## src/rtl/vend_pkg.sv

```systemverilog
// Shared vending-machine definitions: coin denominations, refill codes,
// payout state encoding and drink prices.
package vend_pkg;

    // Coin denominations in dollars.
    localparam int unsigned DEN10 = 10;
    localparam int unsigned DEN5  = 5;
    localparam int unsigned DEN1  = 1;

    // refill_denom encodings; REFILL_NONE is ignored by the dispenser.
    localparam logic [1:0] REFILL_DEN1  = 2'd0;
    localparam logic [1:0] REFILL_DEN5  = 2'd1;
    localparam logic [1:0] REFILL_DEN10 = 2'd2;
    localparam logic [1:0] REFILL_NONE  = 2'd3;

    // Drink prices used by the vending FSM.
    localparam int unsigned PRICE_WATER = 7;
    localparam int unsigned PRICE_SODA  = 12;
    localparam int unsigned PRICE_JUICE = 16;

    // Payout state machine.
    typedef enum logic [2:0] {
        ST_IDLE,
        ST_SEL,
        ST_DISP,
        ST_DONE,
        ST_SHORT
    } disp_state_t;

    // Dollar value of a refill/stock index (0 = 1, 1 = 5, 2 = 10).
    function automatic int unsigned denom_value(input logic [1:0] code);
        case (code)
            REFILL_DEN1:  return DEN1;
            REFILL_DEN5:  return DEN5;
            REFILL_DEN10: return DEN10;
            default:      return 0;
        endcase
    endfunction

endpackage

```

## src/rtl/change_dispenser_if.sv

```systemverilog
// Handshake/bus bundle between the vending FSM side (master) and the
// change dispenser (slave).
interface change_dispenser_if #(
    parameter int WIDTH   = 32,
    parameter int STOCK_W = 8
);
    logic               change_valid;
    logic [WIDTH-1:0]   change_in;
    logic               busy;
    logic               coin_valid;
    logic [WIDTH-1:0]   coin_out;
    logic               coin_ready;
    logic               done;
    logic               short;
    logic [WIDTH-1:0]   shortfall;
    logic               abort;
    logic               refill_valid;
    logic [1:0]         refill_denom;
    logic [STOCK_W-1:0] refill_count;
    logic [STOCK_W-1:0] stock10;
    logic [STOCK_W-1:0] stock5;
    logic [STOCK_W-1:0] stock1;

    modport master (
        output change_valid, change_in, coin_ready, abort,
               refill_valid, refill_denom, refill_count,
        input  busy, coin_valid, coin_out, done, short, shortfall,
               stock10, stock5, stock1
    );

    modport slave (
        input  change_valid, change_in, coin_ready, abort,
               refill_valid, refill_denom, refill_count,
        output busy, coin_valid, coin_out, done, short, shortfall,
               stock10, stock5, stock1
    );
endinterface

```

## src/rtl/change_dispenser_coin_select.sv

```systemverilog
// Combinational greedy coin picker: largest denomination that fits in the
// remaining amount and is still in stock.
module coin_select
    import vend_pkg::*;
#(
    parameter int WIDTH   = 32,
    parameter int STOCK_W = 8
) (
    input  logic [WIDTH-1:0]   remaining,
    input  logic [STOCK_W-1:0] stock10,
    input  logic [STOCK_W-1:0] stock5,
    input  logic [STOCK_W-1:0] stock1,
    output logic               found,
    output logic [WIDTH-1:0]   denom
);

    // Priority pick 10, then 5, then 1; an empty tube is skipped.
    always_comb begin
        found = 1'b0;
        denom = '0;
        if (remaining >= WIDTH'(DEN10) && stock10 != '0) begin
            found = 1'b1;
            denom = WIDTH'(DEN10);
        end else if (remaining >= WIDTH'(DEN5) && stock5 != '0) begin
            found = 1'b1;
            denom = WIDTH'(DEN5);
        end else if (remaining >= WIDTH'(DEN1) && stock1 != '0) begin
            found = 1'b1;
            denom = WIDTH'(DEN1);
        end
    end

endmodule

```

## src/rtl/change_dispenser.sv

```systemverilog
// Change payout engine: pays a requested amount one coin at a time to the
// hopper, greedy by denomination, limited by per-denomination stock.
module change_dispenser
    import vend_pkg::*;
#(
    parameter int WIDTH      = 32,
    parameter int STOCK_W    = 8,
    parameter int INIT_STOCK = 20,
    parameter int STOCK_MAX  = 255
) (
    input  logic              clk,
    input  logic              reset,
    change_dispenser_if.slave bus
);

    localparam int SUM_W = STOCK_W + 1;

    disp_state_t      state_reg;
    logic [WIDTH-1:0] remaining_reg;
    logic             coin_valid_reg;
    logic [WIDTH-1:0] coin_out_reg;
    logic             done_reg;
    logic             short_reg;
    logic [WIDTH-1:0] shortfall_reg;

    logic             sel_found;
    logic [WIDTH-1:0] sel_denom;
    logic             handshake;
    logic [WIDTH-1:0] remaining_next;

    // A coin leaves only in DISP with both sides agreeing.
    assign handshake      = (state_reg == ST_DISP) && coin_valid_reg && bus.coin_ready;
    // Cannot wrap: the offered coin was chosen with coin <= remaining.
    assign remaining_next = remaining_reg - coin_out_reg;

    // Stock counters, indexed by refill code (0 = 1, 1 = 5, 2 = 10).
    for (genvar gi = 0; gi < 3; gi++) begin : g_stock
        localparam int unsigned DEN_VAL = denom_value(2'(gi));

        logic [STOCK_W-1:0] stock_reg;
        logic               dec;
        logic               refill_hit;
        logic [SUM_W-1:0]   stock_next;

        assign dec        = handshake && (coin_out_reg == WIDTH'(DEN_VAL));
        assign refill_hit = bus.refill_valid && (bus.refill_denom == 2'(gi));
        // The dispensed coin is removed before the refill is added, then
        // the sum saturates; one extra bit holds the pre-saturation value.
        assign stock_next = {1'b0, stock_reg} - SUM_W'(dec)
                          + (refill_hit ? {1'b0, bus.refill_count} : SUM_W'(0));

        // Update stock from same-cycle dispense and refill.
        always_ff @(posedge clk or posedge reset) begin
            if (reset) begin
                stock_reg <= STOCK_W'(INIT_STOCK);
            end else if (stock_next > SUM_W'(STOCK_MAX)) begin
                stock_reg <= STOCK_W'(STOCK_MAX);
            end else begin
                stock_reg <= stock_next[STOCK_W-1:0];
            end
        end
    end

    coin_select #(
        .WIDTH   (WIDTH),
        .STOCK_W (STOCK_W)
    ) u_coin_select (
        .remaining (remaining_reg),
        .stock10   (g_stock[2].stock_reg),
        .stock5    (g_stock[1].stock_reg),
        .stock1    (g_stock[0].stock_reg),
        .found     (sel_found),
        .denom     (sel_denom)
    );

    // Payout sequencing with registered coin offer and completion pulses.
    always_ff @(posedge clk or posedge reset) begin
        if (reset) begin
            state_reg      <= ST_IDLE;
            remaining_reg  <= '0;
            coin_valid_reg <= 1'b0;
            coin_out_reg   <= '0;
            done_reg       <= 1'b0;
            short_reg      <= 1'b0;
            shortfall_reg  <= '0;
        end else begin
            done_reg      <= 1'b0;
            short_reg     <= 1'b0;
            shortfall_reg <= '0;
            case (state_reg)
                ST_IDLE: begin
                    if (bus.change_valid) begin
                        remaining_reg <= bus.change_in;
                        state_reg     <= ST_SEL;
                    end
                end
                ST_SEL: begin
                    if (bus.abort) begin
                        short_reg     <= 1'b1;
                        shortfall_reg <= remaining_reg;
                        state_reg     <= ST_SHORT;
                    end else if (remaining_reg == '0) begin
                        done_reg  <= 1'b1;
                        state_reg <= ST_DONE;
                    end else if (sel_found) begin
                        coin_valid_reg <= 1'b1;
                        coin_out_reg   <= sel_denom;
                        state_reg      <= ST_DISP;
                    end else begin
                        short_reg     <= 1'b1;
                        shortfall_reg <= remaining_reg;
                        state_reg     <= ST_SHORT;
                    end
                end
                ST_DISP: begin
                    if (handshake) begin
                        remaining_reg <= remaining_next;
                    end
                    if (bus.abort) begin
                        // A coin accepted in the abort cycle still counts.
                        coin_valid_reg <= 1'b0;
                        coin_out_reg   <= '0;
                        short_reg      <= 1'b1;
                        shortfall_reg  <= handshake ? remaining_next : remaining_reg;
                        state_reg      <= ST_SHORT;
                    end else if (handshake) begin
                        coin_valid_reg <= 1'b0;
                        coin_out_reg   <= '0;
                        state_reg      <= ST_SEL;
                    end
                end
                ST_DONE: begin
                    state_reg <= ST_IDLE;
                end
                ST_SHORT: begin
                    remaining_reg <= '0;
                    state_reg     <= ST_IDLE;
                end
                default: begin
                    state_reg <= ST_IDLE;
                end
            endcase
        end
    end

    assign bus.busy       = (state_reg != ST_IDLE);
    assign bus.coin_valid = coin_valid_reg;
    assign bus.coin_out   = coin_out_reg;
    assign bus.done       = done_reg;
    assign bus.short      = short_reg;
    assign bus.shortfall  = shortfall_reg;
    assign bus.stock1     = g_stock[0].stock_reg;
    assign bus.stock5     = g_stock[1].stock_reg;
    assign bus.stock10    = g_stock[2].stock_reg;

endmodule
```

## src/flat_wrapper.sv

```systemverilog
// flat-port wrapper written by rule: the top's interface ports become plain ports
module change_dispenser_flat import vend_pkg::*;
#(
    parameter int WIDTH      = 32,
    parameter int STOCK_W    = 8,
    parameter int INIT_STOCK = 20,
    parameter int STOCK_MAX  = 255
)
  (clk, reset, bus_change_valid, bus_change_in, bus_coin_ready, bus_abort, bus_refill_valid, bus_refill_denom, bus_refill_count, bus_busy, bus_coin_valid, bus_coin_out, bus_done, bus_short, bus_shortfall, bus_stock10, bus_stock5, bus_stock1);
  change_dispenser_if #(.WIDTH(WIDTH), .STOCK_W(STOCK_W)) bus_i ();
  input  logic clk;
  input  logic reset;
  input wire logic [$bits(bus_i.change_valid)-1:0] bus_change_valid;
  input wire logic [$bits(bus_i.change_in)-1:0] bus_change_in;
  input wire logic [$bits(bus_i.coin_ready)-1:0] bus_coin_ready;
  input wire logic [$bits(bus_i.abort)-1:0] bus_abort;
  input wire logic [$bits(bus_i.refill_valid)-1:0] bus_refill_valid;
  input wire logic [$bits(bus_i.refill_denom)-1:0] bus_refill_denom;
  input wire logic [$bits(bus_i.refill_count)-1:0] bus_refill_count;
  output wire logic [$bits(bus_i.busy)-1:0] bus_busy;
  output wire logic [$bits(bus_i.coin_valid)-1:0] bus_coin_valid;
  output wire logic [$bits(bus_i.coin_out)-1:0] bus_coin_out;
  output wire logic [$bits(bus_i.done)-1:0] bus_done;
  output wire logic [$bits(bus_i.short)-1:0] bus_short;
  output wire logic [$bits(bus_i.shortfall)-1:0] bus_shortfall;
  output wire logic [$bits(bus_i.stock10)-1:0] bus_stock10;
  output wire logic [$bits(bus_i.stock5)-1:0] bus_stock5;
  output wire logic [$bits(bus_i.stock1)-1:0] bus_stock1;
  assign bus_i.change_valid = bus_change_valid;
  assign bus_i.change_in = bus_change_in;
  assign bus_i.coin_ready = bus_coin_ready;
  assign bus_i.abort = bus_abort;
  assign bus_i.refill_valid = bus_refill_valid;
  assign bus_i.refill_denom = bus_refill_denom;
  assign bus_i.refill_count = bus_refill_count;
  assign bus_busy = bus_i.busy;
  assign bus_coin_valid = bus_i.coin_valid;
  assign bus_coin_out = bus_i.coin_out;
  assign bus_done = bus_i.done;
  assign bus_short = bus_i.short;
  assign bus_shortfall = bus_i.shortfall;
  assign bus_stock10 = bus_i.stock10;
  assign bus_stock5 = bus_i.stock5;
  assign bus_stock1 = bus_i.stock1;
  change_dispenser #(.WIDTH(WIDTH), .STOCK_W(STOCK_W), .INIT_STOCK(INIT_STOCK), .STOCK_MAX(STOCK_MAX)) u_core (.clk(clk), .reset(reset), .bus(bus_i));
endmodule
```

## config.mk

```make
export PLATFORM = sky130hd
export DESIGN_NAME = change_dispenser_flat
export DESIGN_NICKNAME = d
export VERILOG_FILES = /design/src/rtl/vend_pkg.sv /design/src/rtl/change_dispenser_if.sv /design/src/rtl/change_dispenser_coin_select.sv /design/src/rtl/change_dispenser.sv /design/src/flat_wrapper.sv
export SDC_FILE = /design/constraint.sdc
export NUM_CORES = 1
export LEC_CHECK = 0
export CORE_AREA = 5 5 122 124
export DETAILED_ROUTE_END_ITERATION = 8
export DIE_AREA = 0 0 127 129
export PLACE_DENSITY = 0.79
export SLEW_MARGIN = 10
export SYNTH_ARGS = -nofsm -noshare
export SYNTH_HDL_FRONTEND = slang
export SYNTH_SLANG_ARGS = --single-unit
```

## constraint.sdc

```tcl
create_clock -name clk -period 5.11 [get_ports clk]
set_clock_uncertainty 0.15 [all_clocks]
set_input_delay 1.022 -clock clk [delete_from_list [all_inputs] [get_ports clk]]
set_output_delay 1.022 -clock clk [all_outputs]
set_load 0.005 [all_outputs]
```

Word-level counts from Yosys, hierarchy flattened
Cells that the tools add are included.
W data, S select, Z words.
Storage, ports and cells
  input port bits: 48
  word-level logic and storage cells: 106
  output and inout bits: 92
  bits in registers: 126
Operators by class
  add/sub/neg operators: 7
  equal/unequal tests: 13
  reduce and logical (&&, ||, !) cells: 23
  multiplexer cells: 47
  order comparisons: 6
Operators by type and width (number)
  $mux W32: 11
  $pmux W32 S2: 2
  $pmux W32 S3: 1
  $mux W8: 6
  $eq A32 B1 Y1 const B: 1
  $eq A32 B3 Y1 const B: 1
  $eq A32 B4 Y1 const B: 1
  $ge A32 B1 Y1 const B: 1
  $ge A32 B3 Y1 const B: 1
  $ge A32 B4 Y1 const B: 1
  $logic_not A32 Y1: 1
  $sub A32 B32 Y32: 1
  $add A9 B9 Y9: 3
  $gt A9 B8 Y1 const B: 3
  $sub A8 B1 Y9: 3
  $reduce_bool A8 Y1: 3
  $mux W3: 7
  $mux W1: 16
  $logic_and A1 B1 Y1: 11
  $pmux W3 S3: 1
  $ne A2 B2 Y1 const B: 3
  $reduce_bool A3 Y1: 2
  $reduce_and A5 Y1: 1
  $mux W4: 1
  other kinds (12): 14

Longest topological paths before layout
Gate-level depths: netlist (run 1).
  depth in word-level cells: 9
  gate-level depth with buffers: 16
  gate-level depth less buffers: 13

Hierarchy
A second synthesis (run 1) with hierarchy kept.
Second synthesis, totals
  cells, all modules: 999
  area, all modules: 8772.2 µm²
Modules (own cells, without submodules)
  change_dispenser: cells each 932, instances 1, area each 8319.2 µm²
  coin_select: cells each 67, instances 1, area each 452.9 µm²

Worst setup path before layout (run 1)
Ideal clock, no wire load.
  path kind: register -> register
  from: register u_core.state_reg[2]
  to: register u_core.g_stock[1].stock_reg[0] (netlist: u_core.bus.stock5[0])
  setup time: 136 ps
  stages on the path, launching flop included: 17
  path slack: 1015 ps
  data arrival time: 3808 ps
  clock period less this slack: 4095 ps
  required time: 4824 ps
  cell sequence: dfrtp_1 > clkbuf_1 > or3b_2 > clkbuf_1 > clkbuf_1 > nor2_1 > and4_1 > ha_1 > inv_1 > ha_1 > fa_1 > a21o_1 > a21oi_1 > o21ai_0 > o41ai_1 > xor2_1 > nand2b_1
Between the ends
  word-level cells in the longest chain between the ends: 8
RTL lines
  start: declaration: RTL line change_dispenser.sv:18  | disp_state_t state_reg;
  start signal: assignment: RTL line change_dispenser.sv:79  | state_reg <= ST_IDLE;
  start signal: assignment: RTL line change_dispenser.sv:94  | state_reg <= ST_SEL;
  start signal: assignment: RTL line change_dispenser.sv:101  | state_reg <= ST_SHORT;
  $eq A3 B2 Y1 (*): RTL line change_dispenser.sv:32  | assign handshake = (state_reg == ST_DISP) && coin_valid_reg && bus.coin_ready;
  $logic_and A1 B1 Y1 (*) (2 in series): RTL line change_dispenser.sv:32
  $logic_and A1 B1 Y1 (*): RTL line change_dispenser.sv:45  | assign dec = handshake && (coin_out_reg == WIDTH'(DEN_VAL));
  $sub A8 B1 Y9 (*): RTL line change_dispenser.sv:49  | assign stock_next = {1'b0, stock_reg} - SUM_W'(dec)
  $add A9 B9 Y9 (*): RTL line change_dispenser.sv:50  | + (refill_hit ? {1'b0, bus.refill_count} : SUM_W'(0));
  $gt A9 B8 Y1: RTL line change_dispenser.sv:56  | end else if (stock_next > SUM_W'(STOCK_MAX)) begin
  $mux W8 (*): RTL line change_dispenser.sv:56
  end signal: assignment: RTL line change_dispenser.sv:55  | stock_reg <= STOCK_W'(INIT_STOCK);
  end signal: assignment: RTL line change_dispenser.sv:57  | stock_reg <= STOCK_W'(STOCK_MAX);
  end signal: assignment: RTL line change_dispenser.sv:59  | stock_reg <= stock_next[STOCK_W-1:0];
  end: declaration: RTL line change_dispenser.sv:40  | logic [STOCK_W-1:0] stock_reg;
Every way passes the cells marked *; elsewhere a longest branch is shown, timed or not.
A chain may end at the register's enable or synchronous reset.

Final worst setup path (run 1)
  from: input port bus_coin_ready
  to: register u_core.g_stock[2].stock_reg[3] (netlist: u_core.bus.stock10[3])
Between the ends
  word-level cells in the longest chain between the ends: 6
RTL lines
  start: declaration: RTL line flat_wrapper.sv:15  | input wire logic [$bits(bus_i.coin_ready)-1:0] bus_coin_ready;
  $logic_and A1 B1 Y1 (*): RTL line change_dispenser.sv:32
  $logic_and A1 B1 Y1 (*): RTL line change_dispenser.sv:45
  $sub A8 B1 Y9 (*): RTL line change_dispenser.sv:49
  $add A9 B9 Y9 (*): RTL line change_dispenser.sv:50
  $gt A9 B8 Y1: RTL line change_dispenser.sv:56
  $mux W8 (*): RTL line change_dispenser.sv:56
  end signal: assignment: RTL line change_dispenser.sv:55
  end signal: assignment: RTL line change_dispenser.sv:57
  end signal: assignment: RTL line change_dispenser.sv:59
  end: declaration: RTL line change_dispenser.sv:40
Marks and branches as above.

==> flow_metrics.py, run 1 <==
metrics = {
    "timing": {
        "worstMarginPinSlew_ns": 1.08,
        "setup_viol": 0,
        "drv_slew": 0,
        "max_slew_margin_pct": 26.3,
        "fin_ws_ns": 0.760,
        "post-route-min-period_ns": 4.35,
        "setup_tns_ns": 0,
        "hold_viol": 0,
        "whs_ns": 0.417,
        "max_freq_mhz": 230,
        "rsz0062_at_grt": "false",
        "fin_crit_sh_pct": 85.1,
    },
    "grt": {
        "grt_start_max_net_pins": 67,
        "grt_pass1_wl_mm": 31.0,
        "grt_overflow": 0,
        "grt_pass1_vias": 6226,
        "antenna_found_initial": 0,
        "grt_usage_pct": 23.5,
    },
    "route": {
        "final_antenna_net_count": 0,
        "drcViolationCount": 0,
        "viasPerCell": 5.79,
        "wl_mm": 18.9,
        "dr.pass1.iters": 5,
        "first_iter_violations": 684,
        "vias": 6397,
        "wl_per_cell_um": 17.1,
    },
    "clocking": {
        "path_clk_slew_ns": 0.07,
        "post_cts_resized": 0,
        "cts_buffer_depth": 2,
        "clock-sinks": 97,
        "cts_max_level": 3,
        "cts-root-buf": "clkbuf_16",
        "cts_buffers": 9,
        "clk_latency_ns": 0.36,
        "hold_buffers": 0,
        "cts_tree": "yes",
        "post_cts_buffers": 0,
    },
    "critical_path": {
        "setup.worst_path.start_class": "input pin",
        "critPathRequiredTime_ns": 5.17,
        "crit_family": "compound AO/OA/AOI/OAI gates",
        "cp.arrival_ns": 4.41,
        "path_class": "in2reg",
        "crit_chain": "clkdlybuf4s50_1 -> and2_1 -> nand2_1 -> nor4_1 -> ha_1 -> inv_1 -> ha_1 -> fa_1 -> a21o_1 -> a21oi_1 -> o21ai_0 -> o41ai_1 -> xor2_1 -> nand2_1",
        "slowest_delay_ns": 0.50,
        "crit_buf_inv": 2,
        "slowest_stage": "xor2_1",
        "crit_path_max_fanout": 8,
        "rr_startpoint": "u_core.state_reg[1]",
        "worstSetupStartpoint": "bus_coin_ready",
        "cp-end-kind": "flop",
    },
    "run_status": {
        "outcome": "finished clean",
    },
    "floorplanning": {
        "core-area_um2": 13700,
        "rows": 43,
        "die-height_um": 129,
        "start_util_pct": 51.4,
        "io_pins": 140,
        "die_x_um": 127,
        "dieArea_um2": 16400,
    },
    "yosys": {
        "syn_avg_cell_area_um2": 8.48,
        "yosys-top-cells-area": "dfrtp_1, ha_1, nand2_1",
        "yosys.area.top_type": "dfrtp_1",
        "synthFlopType": "dfrtp_1",
        "synth_top_family_by_area": "compound AO/OA/AOI/OAI gates",
        "synth-xor-area-share_pct": 2.74,
        "synth-seq-area-share_pct": 34.7,
        "synth_top_area_share_pct": 32.4,
        "synth.area.mux_share_pct": 0,
        "async_flop_share_pct": 100,
        "synth_compound_area_share_pct": 22.6,
        "synth_edf_count": 0,
        "synth_simple_gate_area_share_pct": 19.4,
        "yosys_warnings": 0,
        "ys_ff_latch": 97,
        "syn-instance-count": 829,
        "yosys.area_share.adder_pct": 10.4,
        "syn_area_um2": 7030,
        "ys_types": 64,
    },
    "final_layout": {
        "nets": 1023,
        "diodes": 0,
        "drive_above_1_share_pct": 7.03,
        "fin_util_pct": 62.0,
        "syn2layout_area_growth_pct": 20.6,
    },
    "hold_path": {
        "min_path_type": "reg2reg",
        "hp-start": "u_core.remaining_reg[28]",
    },
    "power": {
        "power_mw": 5.09,
        "cellPowerDensity_nw_per_um2": 600,
        "ir_worst_vdd_mv": 0.455,
        "p_leak_nw": 3.76,
    },
    "placement": {
        "io_buffer_count": 111,
        "place.gp.congestion": 0.938,
        "dp_hpwl_mm": 13.7,
        "place_ws_ns": 0.456,
    },
    "run": {
        "cap_viol_max_count": 0,
    },
}
==> path summary, 6_finish.rpt <==
path / endpoint / slack [ns] / cells past startpoint
worst max-delay path: u_core.bus.stock10[3] / 0.76 / 14
worst min register to register: u_core.remaining_reg[28] / 0.42 / 1
max in group asynchronous: u_core.bus.stock5[2] / 2.81 / 3
worst min-delay path: u_core.remaining_reg[28] / 0.42 / 1
worst max register to register: u_core.bus.stock5[1] / 1.09 / 13
min in group asynchronous: u_core.bus.shortfall[0] / 1.04 / 2
==> cell type report <==
type / instances / area (um^2)
Tap cell: 180 / 225
Inverter: 83 / 314
Clock buffer: 10 / 239
Fill cell: 1204 / 5190
Clock inverter: 6 / 75.1
Timing Repair Buffer: 122 / 1190
Sequential cell: 97 / 2430
Multi-Input combinational cell: 606 / 3990
==> placed cells by master, fill, tap and decap left out, types with 5 or more instances in the layout <==
master,count
a21o_1,9
a21oi_1,55
a22o_1,10
a22oi_1,11
a41oi_2,20
and2_1,5
buf_4,11
clkbuf_16,9
clkdlybuf4s50_1,111
conb_1,28
dfrtp_1,91
dfstp_2,6
ha_1,52
inv_1,82
nand2_1,103
nand2b_1,12
nand3_1,11
nor2_1,54
nor3_1,32
nor4_1,14
o211a_1,6
o21ai_0,60
o2bb2ai_1,6
o41ai_1,6
or3_1,10
or4_1,12
xnor2_1,6
xor2_1,16
==> where the power goes <==
group	switching, mW	internal [mW]
clock	0.319	0.400
sequential	0.392	1.14
combinational	1.51	1.32
total	2.22	2.86
==> stage by stage <==
stage	std cells	cell area (um^2)
after floorplan	856	7130
after global placement	1088	8160
after detailed placement	1088	8160
after CTS	1104	8480
after global routing	1104	8480
final	1104	8480
==> synthesized netlist by cell type, drive strengths merged, types with 4 or more instances <==
library cell / number
clkbuf: 37
o211a: 6
a22o: 10
nor2: 55
fa: 4
o211ai: 4
buf: 33
nor3: 32
nand4: 4
dfstp: 6
o2bb2ai: 6
nor4: 14
and2: 5
a31oi: 4
o41ai: 6
xor2: 16
a41oi: 22
nand2b: 12
a211oi: 5
nand2: 105
or3: 10
a21oi: 56
a22oi: 11
or4: 13
a21o: 9
inv: 83
dfrtp: 91
nand3: 11
o21ai: 62
and3: 4
xnor2: 6
ha: 52
==> cell families (layout without fill, tap and decap cells) <==
kind of cell / Yosys count / after routing
AND/OR/NAND/NOR: 281 / 281
AO/OA/AOI/OAI: 219 / 219
buffers and inverters: 153 / 221
flip-flops: 97 / 97
adder cells (fa/ha/maj): 56 / 56
XOR/XNOR: 22 / 22
other: 1 / 28
==> per-layer routing <==
layer / up-vias / track usage (%) / part of all wire (%)
met5: - / 0 / 0
met4: 0 / 10.0 / 3.0
li1: 3060 / - / -
met3: 44 / 5.15 / 8.6
met1: 3013 / 30.5 / 42
met2: 280 / 38.1 / 47
No activity file was read; power rests on OpenSTA's default activity.
==> inputs of run 2 (changes only) <==
- CAP_MARGIN: unset -> 5
- CORE_AREA: 5 5 122 124 -> 5 5 125 127
- CTS_CLUSTER_SIZE: unset -> 40
- DIE_AREA: 0 0 127 129 -> 0 0 130 132
- PLACE_DENSITY: 0.79 -> 0.76
==> flow_metrics.py, run 2 (same netlist as run 1, synthesis figures left out) <==
metrics = {
    "clocking": {
        "clk_latency_ns": 0.35,
        "post_cts_buffers": 0,
        "clock-sinks": 97,
        "cts_buffer_depth": 2,
        "cts_max_level": 3,
        "cts_buffers": 9,
        "cts_tree": "yes",
        "path_clk_slew_ns": 0.07,
        "cts-root-buf": "clkbuf_16",
        "hold_buffers": 0,
        "post_cts_resized": 0,
    },
    "floorplanning": {
        "core-area_um2": 14300,
        "start_util_pct": 49.1,
        "die-height_um": 132,
        "dieArea_um2": 17200,
        "io_pins": 140,
        "rows": 44,
        "die_x_um": 130,
    },
    "critical_path": {
        "slowest_delay_ns": 0.51,
        "crit_buf_inv": 2,
        "cp.arrival_ns": 4.34,
        "cp-end-kind": "flop",
        "path_class": "in2reg",
        "rr_startpoint": "u_core.state_reg[1]",
        "crit_top_cell": "ha_1",
        "worstSetupStartpoint": "bus_coin_ready",
        "critPathRequiredTime_ns": 5.17,
        "crit_chain": "clkdlybuf4s50_1 -> and2_1 -> nand2_1 -> nor4_1 -> ha_1 -> inv_1 -> ha_1 -> fa_1 -> a21o_1 -> a21oi_1 -> o21ai_0 -> o41ai_1 -> xor2_1 -> nand2b_1",
        "setup.worst_path.start_class": "input pin",
        "r2r_cells": 13,
        "crit_family": "compound AO/OA/AOI/OAI gates",
        "slowest_stage": "clkdlybuf4s50_1",
        "crit_path_max_fanout": 8,
        "cp.depth": 14,
    },
    "power": {
        "power_mw": 5.09,
        "cellPowerDensity_nw_per_um2": 601,
        "power_frac_comb_pct": 55.8,
        "p_seq_share_pct": 30.0,
        "internal_power_mw": 2.90,
        "swShare_pct": 43.1,
        "p_switching_mw": 2.19,
        "ir_worst_vdd_mv": 0.439,
        "p_leak_nw": 3.76,
        "clock_power_share_pct": 14.2,
    },
    "route": {
        "vias": 6387,
        "drcViolationCount": 0,
        "first_iter_violations": 569,
        "wl_per_cell_um": 17.1,
        "viasPerCell": 5.76,
        "wl_mm": 19.0,
        "dr.pass1.iters": 5,
        "final_antenna_net_count": 0,
    },
    "grt": {
        "grt_start_max_net_pins": 69,
        "grt_pass1_wl_mm": 31.2,
        "grt_overflow": 0,
        "grt_pass1_vias": 5989,
        "antenna_found_initial": 0,
        "grt_usage_pct": 22.3,
    },
    "final_layout": {
        "seqCellArea_um2": 2430,
        "fill_cells": 1315,
        "drive_above_1_share_pct": 6.70,
        "syn2layout_area_growth_pct": 20.7,
        "design_area_um2": 8480,
        "nets": 1024,
        "multi_input_area_um2": 3990,
        "final_cell_mix": "clkdlybuf4s50_1, nand2_1, dfrtp_1",
        "diodes": 0,
        "layout_commonest_cell": "clkdlybuf4s50_1",
    },
    "hold_path": {
        "hp-start": "u_core.remaining_reg[11]",
        "hold_path_depth": 1,
        "min_path_type": "reg2reg",
    },
    "timing": {
        "worstMarginPinSlew_ns": 1.06,
        "max_slew_margin_pct": 27.3,
        "hold_viol": 0,
        "max_freq_mhz": 234,
        "setup_tns_ns": 0,
        "drv_slew": 0,
        "setup_viol": 0,
        "fin_crit_sh_pct": 83.7,
        "post-route-min-period_ns": 4.28,
        "rsz0062_at_grt": "false",
    },
    "placement": {
        "io_buffer_count": 111,
        "dp_hpwl_mm": 13.8,
        "dpl-instance-area_um2": 8170,
        "place.gp.congestion": 0.897,
    },
    "run_status": {
        "outcome": "finished clean",
    },
    "run": {
        "cap_viol_max_count": 0,
    },
}
-- run 2: changes by cell type in the layout (fill, tap and decap cells not counted) --
| cell | before | now |
|---|---|---|
| clkbuf_1 | 0 | 4 |
| buf_4 | 11 | 12 |
| inv_6 | 1 | 0 |
| bufinv_16 | 1 | 2 |
| clkbuf_8 | 1 | 0 |
| clkinv_4 | 2 | 0 |
| inv_8 | 1 | 0 |
-- run 2: metrics by stage --
stage,utilization (%),worst slack (ns),instances,hold slack [ns]
after global routing,59.3,0.439,1109,0.449
after floorplan,-,1.02,856,0.353
after global placement,57.1,0.579,1093,0.402
final,59.3,0.831,1109,0.421
after CTS,59.3,0.862,1109,0.418
after detailed placement,57.1,0.517,1093,0.403
-- run 2: layout make-up --
type / instances / share of cell area, %
clock inverters: 3 / 0.797
inverters: 83 / 3.70
clock buffers: 13 / 2.83
repair buffers: 123 / 14.2
multi-input cells: 606 / 47.1
well taps: 184 / 2.71
flip-flops and latches: 97 / 28.7
-- run 2: worst register-to-register path, stage by stage, from the launching register on --
cell and delay (ns):
dfrtp_1 0.54, or3b_2 0.50, nor2_1 0.17, and4_1 0.25
ha_1 0.13, inv_1 0.04, ha_1 0.22, fa_1 0.44
a21o_1 0.17, a21oi_1 0.20, o21ai_0 0.14, o41ai_1 0.32
xor2_1 0.46, nand2b_1 0.13
-- run 2: power groups by stage --
stage	Combinational (mW)	Clock, mW	Sequential [mW]
6_report	2.84	0.722	1.53
2_1_floorplan	1.96	0	1.38
3_3_place_gp	2.77	0	1.52
5_1_grt	3.20	0.757	1.59
4_1_cts	2.84	0.722	1.52
3_5_place_dp	2.83	0	1.53
-- run 2: metal layers --
layer | track usage (%) | wire, um | vias up
li1 | - | - | 3058
met1 | 31.6 | 8250 | 3055
met2 | 35.0 | 8890 | 253
met3 | 4.09 | 1590 | 21
met4 | 6.06 | 284 | 0
met5 | 0 | 0 | -
-- run 2: worst paths after layout --
check                                      endpoint  slack (ns)
max                           u_core.bus.stock10[0]        0.83
max in group asynchronous      u_core.bus.stock5[4]        2.79
min reg2reg                u_core.bus.shortfall[11]        0.42
min in group asynchronous      u_core.bus.stock1[0]        1.06
min                        u_core.bus.shortfall[11]        0.42
max reg2reg                    u_core.bus.stock5[1]        1.13
